[src/rtl/spi_cmd_receiver_pkg.sv]
// Shared constants for the SPI command receiver, the wave generator top and the bench.
package spi_cmd_receiver_pkg;
   localparam int FRAME_BITS_DEF = 16;
   localparam int CMD_BITS       = 8;
   localparam int CMD_WR_BIT     = 7;

   localparam logic [1:0] ADDR_PHASE  = 2'd0;
   localparam logic [1:0] ADDR_AMPL   = 2'd1;
   localparam logic [1:0] ADDR_CTRL   = 2'd2;
   localparam logic [1:0] ADDR_STATUS = 2'd3;

   function automatic logic [7:0] sat_inc8(input logic [7:0] v);
      return (v == 8'hFF) ? v : v + 8'd1;
   endfunction
endpackage

[src/rtl/sync_2ff.sv]
// Two-flop synchronizer for one asynchronous input; reset value sets the idle level.
module sync_2ff #(
   parameter logic RST_VAL = 1'b0
) (
   input  logic clk_i,
   input  logic rst_i,
   input  logic d_i,
   output logic q_o
);
   logic r_meta, r_sync;

   always_ff @(posedge clk_i) begin
      if (rst_i) begin
         r_meta <= RST_VAL;
         r_sync <= RST_VAL;
      end else begin
         r_meta <= d_i;
         r_sync <= r_meta;
      end
   end

   assign q_o = r_sync;
endmodule

[src/rtl/spi_cmd_receiver.sv]
// SPI mode-0 slave: 8-bit command + 8-bit data frames writing phase/amplitude/control,
// with readback of the addressed register on sdo during the data byte.
module spi_cmd_receiver
   import spi_cmd_receiver_pkg::*;
#(
   parameter int FRAME_BITS = FRAME_BITS_DEF
) (
   input  logic       clk_i,
   input  logic       rst_i,
   input  logic       sclk_i,
   input  logic       cs_n_i,
   input  logic       sdi_i,
   output logic       sdo_o,
   output logic [7:0] data_o,
   output logic       set_phase_strobe_o,
   output logic       set_amplitude_strobe_o,
   output logic       enable_o,
   output logic [1:0] waveform_o,
   output logic       frame_error_o
);
   localparam logic [1:0] ST_IDLE    = 2'd0;
   localparam logic [1:0] ST_SHIFT   = 2'd1;
   localparam logic [1:0] ST_WAIT_CS = 2'd2;

   logic       w_sclk_s, w_cs_s, w_sdi_s;
   logic       w_sclk_rise, w_sclk_fall, w_cs_rise, w_cs_fall;
   logic [7:0] w_byte, w_rb_sel;
   logic       w_last_bit, w_cmd_bit;

   logic [1:0] r_state;
   logic [4:0] r_bitcnt;
   logic [6:0] r_shift;
   logic       r_cmd_wr;
   logic [1:0] r_cmd_addr;
   logic [7:0] r_rb;
   logic       r_rb_act, r_sdo;
   logic [7:0] r_data, r_phase, r_ampl, r_err_cnt;
   logic       r_en;
   logic [1:0] r_wf;
   logic       r_ph_stb, r_am_stb, r_ferr;
   logic       r_sclk_d, r_cs_d;
   logic [1:0] r_settle;
   logic       r_armed;

   sync_2ff #(.RST_VAL(1'b0)) u_sync_sclk (.clk_i(clk_i), .rst_i(rst_i), .d_i(sclk_i), .q_o(w_sclk_s));
   sync_2ff #(.RST_VAL(1'b1)) u_sync_cs   (.clk_i(clk_i), .rst_i(rst_i), .d_i(cs_n_i), .q_o(w_cs_s));
   sync_2ff #(.RST_VAL(1'b0)) u_sync_sdi  (.clk_i(clk_i), .rst_i(rst_i), .d_i(sdi_i),  .q_o(w_sdi_s));

   assign w_sclk_rise = w_sclk_s & ~r_sclk_d;
   assign w_sclk_fall = ~w_sclk_s & r_sclk_d;
   assign w_cs_rise   = w_cs_s & ~r_cs_d;
   assign w_cs_fall   = ~w_cs_s & r_cs_d;

   assign w_byte     = {r_shift, w_sdi_s};
   assign w_last_bit = (r_bitcnt == 5'(FRAME_BITS - 1));
   assign w_cmd_bit  = (r_bitcnt == 5'(CMD_BITS - 1));

   always_comb begin
      w_rb_sel = 8'h00;
      case (w_byte[1:0])
         ADDR_PHASE:  w_rb_sel = r_phase;
         ADDR_AMPL:   w_rb_sel = r_ampl;
         ADDR_CTRL:   w_rb_sel = {5'b0, r_en, r_wf};
         ADDR_STATUS: w_rb_sel = r_err_cnt;
         default:     w_rb_sel = 8'h00;
      endcase
   end

   // The cs_n synchronizer resets high; wait until it shows the real pin level and
   // that level is high before honouring a falling edge, so a frame cut by reset is not resumed.
   always_ff @(posedge clk_i) begin
      if (rst_i) begin
         r_sclk_d <= 1'b0;
         r_cs_d   <= 1'b1;
         r_settle <= 2'd0;
         r_armed  <= 1'b0;
      end else begin
         r_sclk_d <= w_sclk_s;
         r_cs_d   <= w_cs_s;
         if (r_settle != 2'd3) r_settle <= r_settle + 2'd1;
         if (r_settle == 2'd3 && w_cs_s) r_armed <= 1'b1;
      end
   end

   always_ff @(posedge clk_i) begin
      if (rst_i) begin
         r_state    <= ST_IDLE;
         r_bitcnt   <= '0;
         r_shift    <= '0;
         r_cmd_wr   <= 1'b0;
         r_cmd_addr <= '0;
         r_rb       <= '0;
         r_rb_act   <= 1'b0;
         r_sdo      <= 1'b0;
         r_data     <= '0;
         r_phase    <= '0;
         r_ampl     <= '0;
         r_err_cnt  <= '0;
         r_en       <= 1'b0;
         r_wf       <= 2'b00;
         r_ph_stb   <= 1'b0;
         r_am_stb   <= 1'b0;
         r_ferr     <= 1'b0;
      end else begin
         r_ph_stb <= 1'b0;
         r_am_stb <= 1'b0;
         r_ferr   <= 1'b0;
         case (r_state)
            ST_IDLE: begin
               r_sdo <= 1'b0;
               if (w_cs_fall && r_armed) begin
                  r_state  <= ST_SHIFT;
                  r_bitcnt <= '0;
                  r_rb_act <= 1'b0;
               end
            end
            ST_SHIFT: begin
               if (w_sclk_rise) begin
                  r_shift  <= w_byte[6:0];
                  r_bitcnt <= r_bitcnt + 5'd1;
                  if (w_cmd_bit) begin
                     r_cmd_wr   <= w_byte[CMD_WR_BIT];
                     r_cmd_addr <= w_byte[1:0];
                     r_rb       <= w_rb_sel;
                     r_rb_act   <= 1'b1;
                  end
               end else if (w_sclk_fall && r_rb_act) begin
                  r_sdo <= r_rb[7];
                  r_rb  <= {r_rb[6:0], 1'b0};
               end
               // Completing the frame wins over a coincident cs_n release.
               if (w_sclk_rise && w_last_bit) begin
                  r_sdo   <= 1'b0;
                  r_state <= w_cs_rise ? ST_IDLE : ST_WAIT_CS;
                  if (r_cmd_wr) begin
                     case (r_cmd_addr)
                        ADDR_PHASE: begin
                           r_data   <= w_byte;
                           r_phase  <= w_byte;
                           r_ph_stb <= 1'b1;
                        end
                        ADDR_AMPL: begin
                           r_data   <= w_byte;
                           r_ampl   <= w_byte;
                           r_am_stb <= 1'b1;
                        end
                        ADDR_CTRL: begin
                           r_en <= w_byte[2];
                           r_wf <= w_byte[1:0];
                        end
                        default: ;
                     endcase
                  end
               end else if (w_cs_rise) begin
                  r_sdo     <= 1'b0;
                  r_state   <= ST_IDLE;
                  r_ferr    <= 1'b1;
                  r_err_cnt <= sat_inc8(r_err_cnt);
               end
            end
            ST_WAIT_CS: begin
               r_sdo <= 1'b0;
               if (w_cs_rise) r_state <= ST_IDLE;
            end
            default: r_state <= ST_IDLE;
         endcase
      end
   end

   assign sdo_o                  = r_sdo;
   assign data_o                 = r_data;
   assign set_phase_strobe_o     = r_ph_stb;
   assign set_amplitude_strobe_o = r_am_stb;
   assign enable_o               = r_en;
   assign waveform_o             = r_wf;
   assign frame_error_o          = r_ferr;
endmodule
[config.mk]
export PLATFORM = sky130hd
export DESIGN_NAME = spi_cmd_receiver
export DESIGN_NICKNAME = d
export VERILOG_FILES = /design/src/rtl/spi_cmd_receiver_pkg.sv /design/src/rtl/sync_2ff.sv /design/src/rtl/spi_cmd_receiver.sv
export SDC_FILE = /design/constraint.sdc
export NUM_CORES = 1
export LEC_CHECK = 0
export CELL_PAD_IN_SITES_DETAIL_PLACEMENT = 0
export CELL_PAD_IN_SITES_GLOBAL_PLACEMENT = 1
export CORE_ASPECT_RATIO = 0.9
export CORE_MARGIN = 4
export CORE_UTILIZATION = 44
export DETAILED_ROUTE_END_ITERATION = 6
export DONT_BUFFER_PORTS = 1
export GPL_ROUTABILITY_DRIVEN = 0
export GPL_TIMING_DRIVEN = 0
export PLACE_DENSITY_LB_ADDON = 0.1
export SYNTH_ARGS = -nofsm -noshare
export SYNTH_HDL_FRONTEND = slang
export SYNTH_SLANG_ARGS = --single-unit
[constraint.sdc]
create_clock -name clk_i -period 2 [get_ports clk_i]
set_clock_uncertainty 0.05 [all_clocks]
set_input_delay 0.4 -clock clk_i [delete_from_list [all_inputs] [get_ports clk_i]]
set_output_delay 0.4 -clock clk_i [all_outputs]
set_load 0.03 [all_outputs]
* Word level (Yosys, flattened, before mapping)
Index checks and enable logic that the tools add are counted.
Storage, ports and cells: register bits after elaboration 76, input bits 5, output and inout port bits 15
Operators by class: bitwise operators 12, muxes and demuxes 24, eq/ne operators 18, reductions and logical operators 25, add/sub/neg operators 3
Operators with widths (number):
- $pmux 8 s4 | 1
- $mux 8 | 3
- $reduce_and 4->1 | 6
- $reduce_and 3->1 | 4
- $eq 2x2->1 const B | 5
- $mux 1 | 10
- $mux 5 | 2
- $pmux 5 s2 | 1
- $add 8x1->8 const B | 1
- $eq 8x8->1 const B | 1
- $mux 2 | 4
- $ne 2x2->1 const B | 4
- $ne 4x4->1 const B | 2
- $not 1->1 | 8
- $eq 2x1->1 const B | 3
- $logic_not 2->1 | 3
- $pmux 2 s3 | 1
- $reduce_bool 2->1 | 3
- $add 5x1->5 const B | 1
- $eq 5x3->1 const B | 1
- $eq 5x4->1 const B | 1
- $and 1x1->1 | 4
- $logic_and 1x1->1 | 4
- $pmux 1 s2 | 2
- other kinds (6) | 7

* Depth between registers and ports, before layout
word-level depth 8, gate-level depth with buffers 8, gate-level depth less buffers 7

* Hierarchy
A second synthesis with hierarchy kept.
Second synthesis, totals: cell total of the unflattened synthesis 339, area, all modules 3155.5 um^2
Modules (own cells, without submodules):
- spi_cmd_receiver | sequential area each 1401.3 um^2, times used 1, area an instance 2997.9 um^2, cells each 327
- sync_2ff | sequential area each 40.0 um^2, times used 3, area an instance 52.6 um^2, cells each 4

* Worst setup path after synthesis
No wires, ideal clock.
path type flip-flop to flip-flop, start register r_bitcnt[0], end register r_en (netlist: enable_o), setup time 128 ps, required time 1822 ps, slack -27 ps, buffers on the path 1, cell stages (with the launch flop) 9, clock period less this slack 2027 ps, arrival time 1850 ps, cell sequence dfxtp_1 > ha_1 > and3_1 > ha_1 > nand3b_4 > or4_1 > buf_2 > mux2i_1 > nor2_1
Between the ends: word-level cells in the longest chain between the ends 3
RTL lines:
- from (decl) | RTL line spi_cmd_receiver.sv:31 | logic [4:0] r_bitcnt;
- from (signal assigned) | RTL line spi_cmd_receiver.sv:120 | r_bitcnt <= r_bitcnt + 5'd1;
- $eq 5x4->1 | RTL line spi_cmd_receiver.sv:55 | assign w_last_bit = (r_bitcnt == 5'(FRAME_BITS - 1));
- $logic_and 1x1->1 | RTL line spi_cmd_receiver.sv:132 | if (w_sclk_rise && w_last_bit) begin
- $reduce_and 4->1 (no line)
- to (signal assigned) | RTL line spi_cmd_receiver.sv:148 | r_en <= w_byte[2];
- to (decl) | RTL line spi_cmd_receiver.sv:38 | logic r_en;
Every way passes these cells. A chain may end at the register's enable or synchronous reset.

* Worst setup path after layout
start register r_bitcnt[0], end register r_wf[0] (netlist: waveform_o[0])
Between the ends: word-level cells in the longest chain between the ends 3
RTL lines:
- $eq 5x4->1 | RTL line spi_cmd_receiver.sv:55
- $logic_and 1x1->1 | RTL line spi_cmd_receiver.sv:132
- $reduce_and 4->1 (no line)
- to (signal assigned) | RTL line spi_cmd_receiver.sv:149 | r_wf <= w_byte[1:0];
- to (decl) | RTL line spi_cmd_receiver.sv:39 | logic [1:0] r_wf;
Every way passes these cells.

==> flow_summary.yaml <==
setup_path:
  r2r_cells: 8
  path_class: "flip-flop to flip-flop"
  path_max_fanout: 3
  startpoint_type: "flip-flop"
  cp.arrival_ps: 2100
  worst_setup_path_end_kind: "flip-flop"
  cp.required_ps: 2170
final_layout:
  regArea_um2: 1524
  syn_to_final_growth_pct: 11.40
  n_antenna_cell: 0
  layout-drive-gt1-share: 0.1322
  num-nets-final: 352
  multi_input_area_um2: 1580
  n_fill_cell: 686
  utilization: 0.5029
timing:
  fmax_mhz: 517.6
  slew_violations: 0
  worst_pin_slew_ps: 616.2
  tns_ps: 0
  rsz0062_at_grt: "yes"
  min_period_ps: 1932
  fin_hold_ws_ps: 111.6
  hold_violations: 0
  fin_crit_sh: 0.9661
  relSlewSlack: 0.5892
  finalSetupViolations: 0
yosys:
  ys_ff_latch: 76
  synth_edf_count: 0
  synth_ff_type: "dfxtp_1"
  synth_cells: 329
  yosysSeqAreaShare: 0.4812
  syn_avg_cell_area_um2: 9.610
  syn_nets: 338
  synth-warning-count: 0
  synth-async-reset-ratio: 0
  syn_area_um2: 3162
  yosysUniqueCellTypes: 44
power:
  swShare: 0.2324
  power_frac_clock: 0.387
  p_leak_uw: 0.001437
  p_seq_frac: 0.579
  pwr-share-comb: 0.035
  p_sw_uw: 619.4
  cellPowerDensity_nw_per_um2: 756.7
  peakVddDrop_v: 0.0005068
  p_int_uw: 2046
clock_network:
  clk_pin_slew_worst_paths_ps: 80
  cts_root_buf: "clkbuf_8"
  worstSkewPairLatency_ps: 340
  cts_hold_buf: 0
  numCtsBuffers: 9
  cts_buffer_depth: 2
  tritoncts: "built"
  cts_sinks: 76
  h-tree-depth: 3
global_routing:
  gr-usage-all-layers: 0.1742
  grt_pass1_wl_mm: 11.45
  gr-total-overflow: 0
  antenna_found_initial: 0
  grt_pass1_vias: 2219
  grt_max_degree: 13
die:
  core_um2: 7003
  rows: 29
  ios: 20
  die_width_um: 97.36
  initial_core_util: 0.4515
  die_y_um: 88.42
  die_area_um2: 8608
routing:
  route.detailed.wl_per_inst_um: 15.88
  postRouteAntennaNets: 0
  num_vias: 2315
  drc_errors: 0
  via_per_inst: 5.249
  drt-initial-drc-count: 89
  first_pass_iters: 4
  wirelength_mm: 7.005
min_path:
  min_path_cells: 1
  min_path_type: "input pin to flip-flop"
flow_run:
  maxCapViolCount: 0
status:
  status: "completed"
place:
  io_buffers: 0
  hpwl_mm: 4.922
==> final cells by class <==
cell class,instances,area share
multi-input cells,230,0.4487
clock buffers,12,0.04121
flip-flops and latches,76,0.4327
repair buffers,3,0.006394
well taps,93,0.03304
plain buffers,21,0.02877
clock inverters,4,0.007105
inverters,2,0.002131
==> path summary, 6_finish.rpt <==
| kind | to | slack (ps) | from |
|---|---|---|---|
| hold / removal | u_sync_cs.r_meta | 110 | cs_n_i |
| setup reg to reg | waveform_o[0] | 70 | r_bitcnt[0] |
| setup / recovery | waveform_o[0] | 70 | r_bitcnt[0] |
| hold reg to reg | u_sync_cs.q_o | 360 | u_sync_cs.r_meta |
==> logic make-up (layout without fill, tap and decap cells) <==
group / Yosys count / count (layout) / share of synthesized area
mux: 43 / 43 / 0.1401
compound gates: 52 / 52 / 0.1076
fa+ha+maj: 4 / 4 / 0.01583
flops: 76 / 76 / 0.4812
simple gates: 126 / 126 / 0.2089
xor+xnor: 5 / 5 / 0.01385
buf+inv: 23 / 42 / 0.03245
==> critical path, cell delays in order, from the launching register on <==
cell,delay (ps)
dfxtp_2,370
ha_4,150
and3_4,190
ha_4,150
nand3b_4,70
or4_4,480
buf_6,140
mux2i_1,150
nor2_1,50
==> power by group through the flow <==
stage / Sequential (uW) / Combinational [uW] / Clock [uW]
finish: 1540 / 92.0 / 1030
detailed placement: 1580 / 93.5 / 0
global route: 1550 / 103 / 1130
CTS: 1540 / 93.3 / 1070
floorplan: 1580 / 69.0 / 0
global placement: 1580 / 92.4 / 0
==> cells in the final DEF (no fill, tap or decap), types with 2 or more instances in the layout <==
cell / n
nand2_1: 20
nand4bb_1: 2
ha_4: 2
nand4_1: 2
or3_1: 7
dfxtp_2: 2
nand2b_1: 12
mux2i_1: 42
nor2_1: 48
a21oi_1: 19
o21ai_0: 9
clkinvlp_4: 2
clkinv_2: 2
dfxtp_1: 74
clkbuf_8: 10
xor2_1: 5
inv_1: 2
nand3_1: 12
clkbuf_1: 12
o211ai_1: 5
o22ai_1: 5
ha_1: 2
buf_4: 4
a311oi_1: 2
buf_2: 9
nor2b_1: 7
or2_2: 3
a2bb2oi_1: 3
==> cell usage after synthesis, types with 2 or more instances <==
cell type,count,area (um2)
nand2b_1,12,75.07
a2bb2oi_1,3,26.28
xor2_1,5,43.79
o211ai_1,5,37.54
a21oi_1,19,95.09
nand4bb_1,2,22.52
ha_1,4,50.05
nor2b_1,7,43.79
or3_1,7,43.79
inv_1,2,7.510
nor2_1,48,180.2
o22ai_1,5,31.28
o21ai_0,9,45.04
clkbuf_1,10,37.54
mux2i_1,42,420.4
a311oi_1,2,17.52
dfxtp_1,76,1521
buf_2,10,50.05
or2_2,3,18.77
or4_1,2,15.01
nand3_1,12,60.06
nand4_1,2,12.51
and3_1,2,12.51
nand2_1,20,75.07
==> flip-flops by register name, summed over array words and instances (netlist names), 5 cells and up <==
register and cells:
r_shift 7, r_rb 8, data_o 8, r_ampl 8
r_phase 8, r_bitcnt 5, r_err_cnt 8
==> routing by layer <==
| layer | track usage | vias up | wire, um |
|---|---|---|---|
| met5 | 0 | - | 0 |
| met2 | 0.2751 | 44 | 3123 |
| met3 | 0.06462 | 5 | 356 |
| li1 | - | 1186 | - |
| met1 | 0.2272 | 1080 | 3468 |
| met4 | 0.04906 | 0 | 57 |
==> stage by stage <==
stage	worst slack, ps	instance area, um2	cells	power (uW)
4_1_cts	11.14	3488	440	2707
6_report	67.85	3522	441	2665
3_5_place_dp	-197.4	3281	422	1671
2_1_floorplan	14.92	3164	329	1644
5_1_grt	-9.741	3522	441	2779
3_3_place_gp	-188.9	3281	422	1670
==> what timing repair did <==
item	4_1_cts	5_1_grt
pin swaps	1	0
resized for setup	6	4
gates cloned	0	0
setup endpoints to repair	4	4
buffers inserted	2	1
hold endpoints to repair	0	0
No activity file was read; power rests on OpenSTA's default activity.
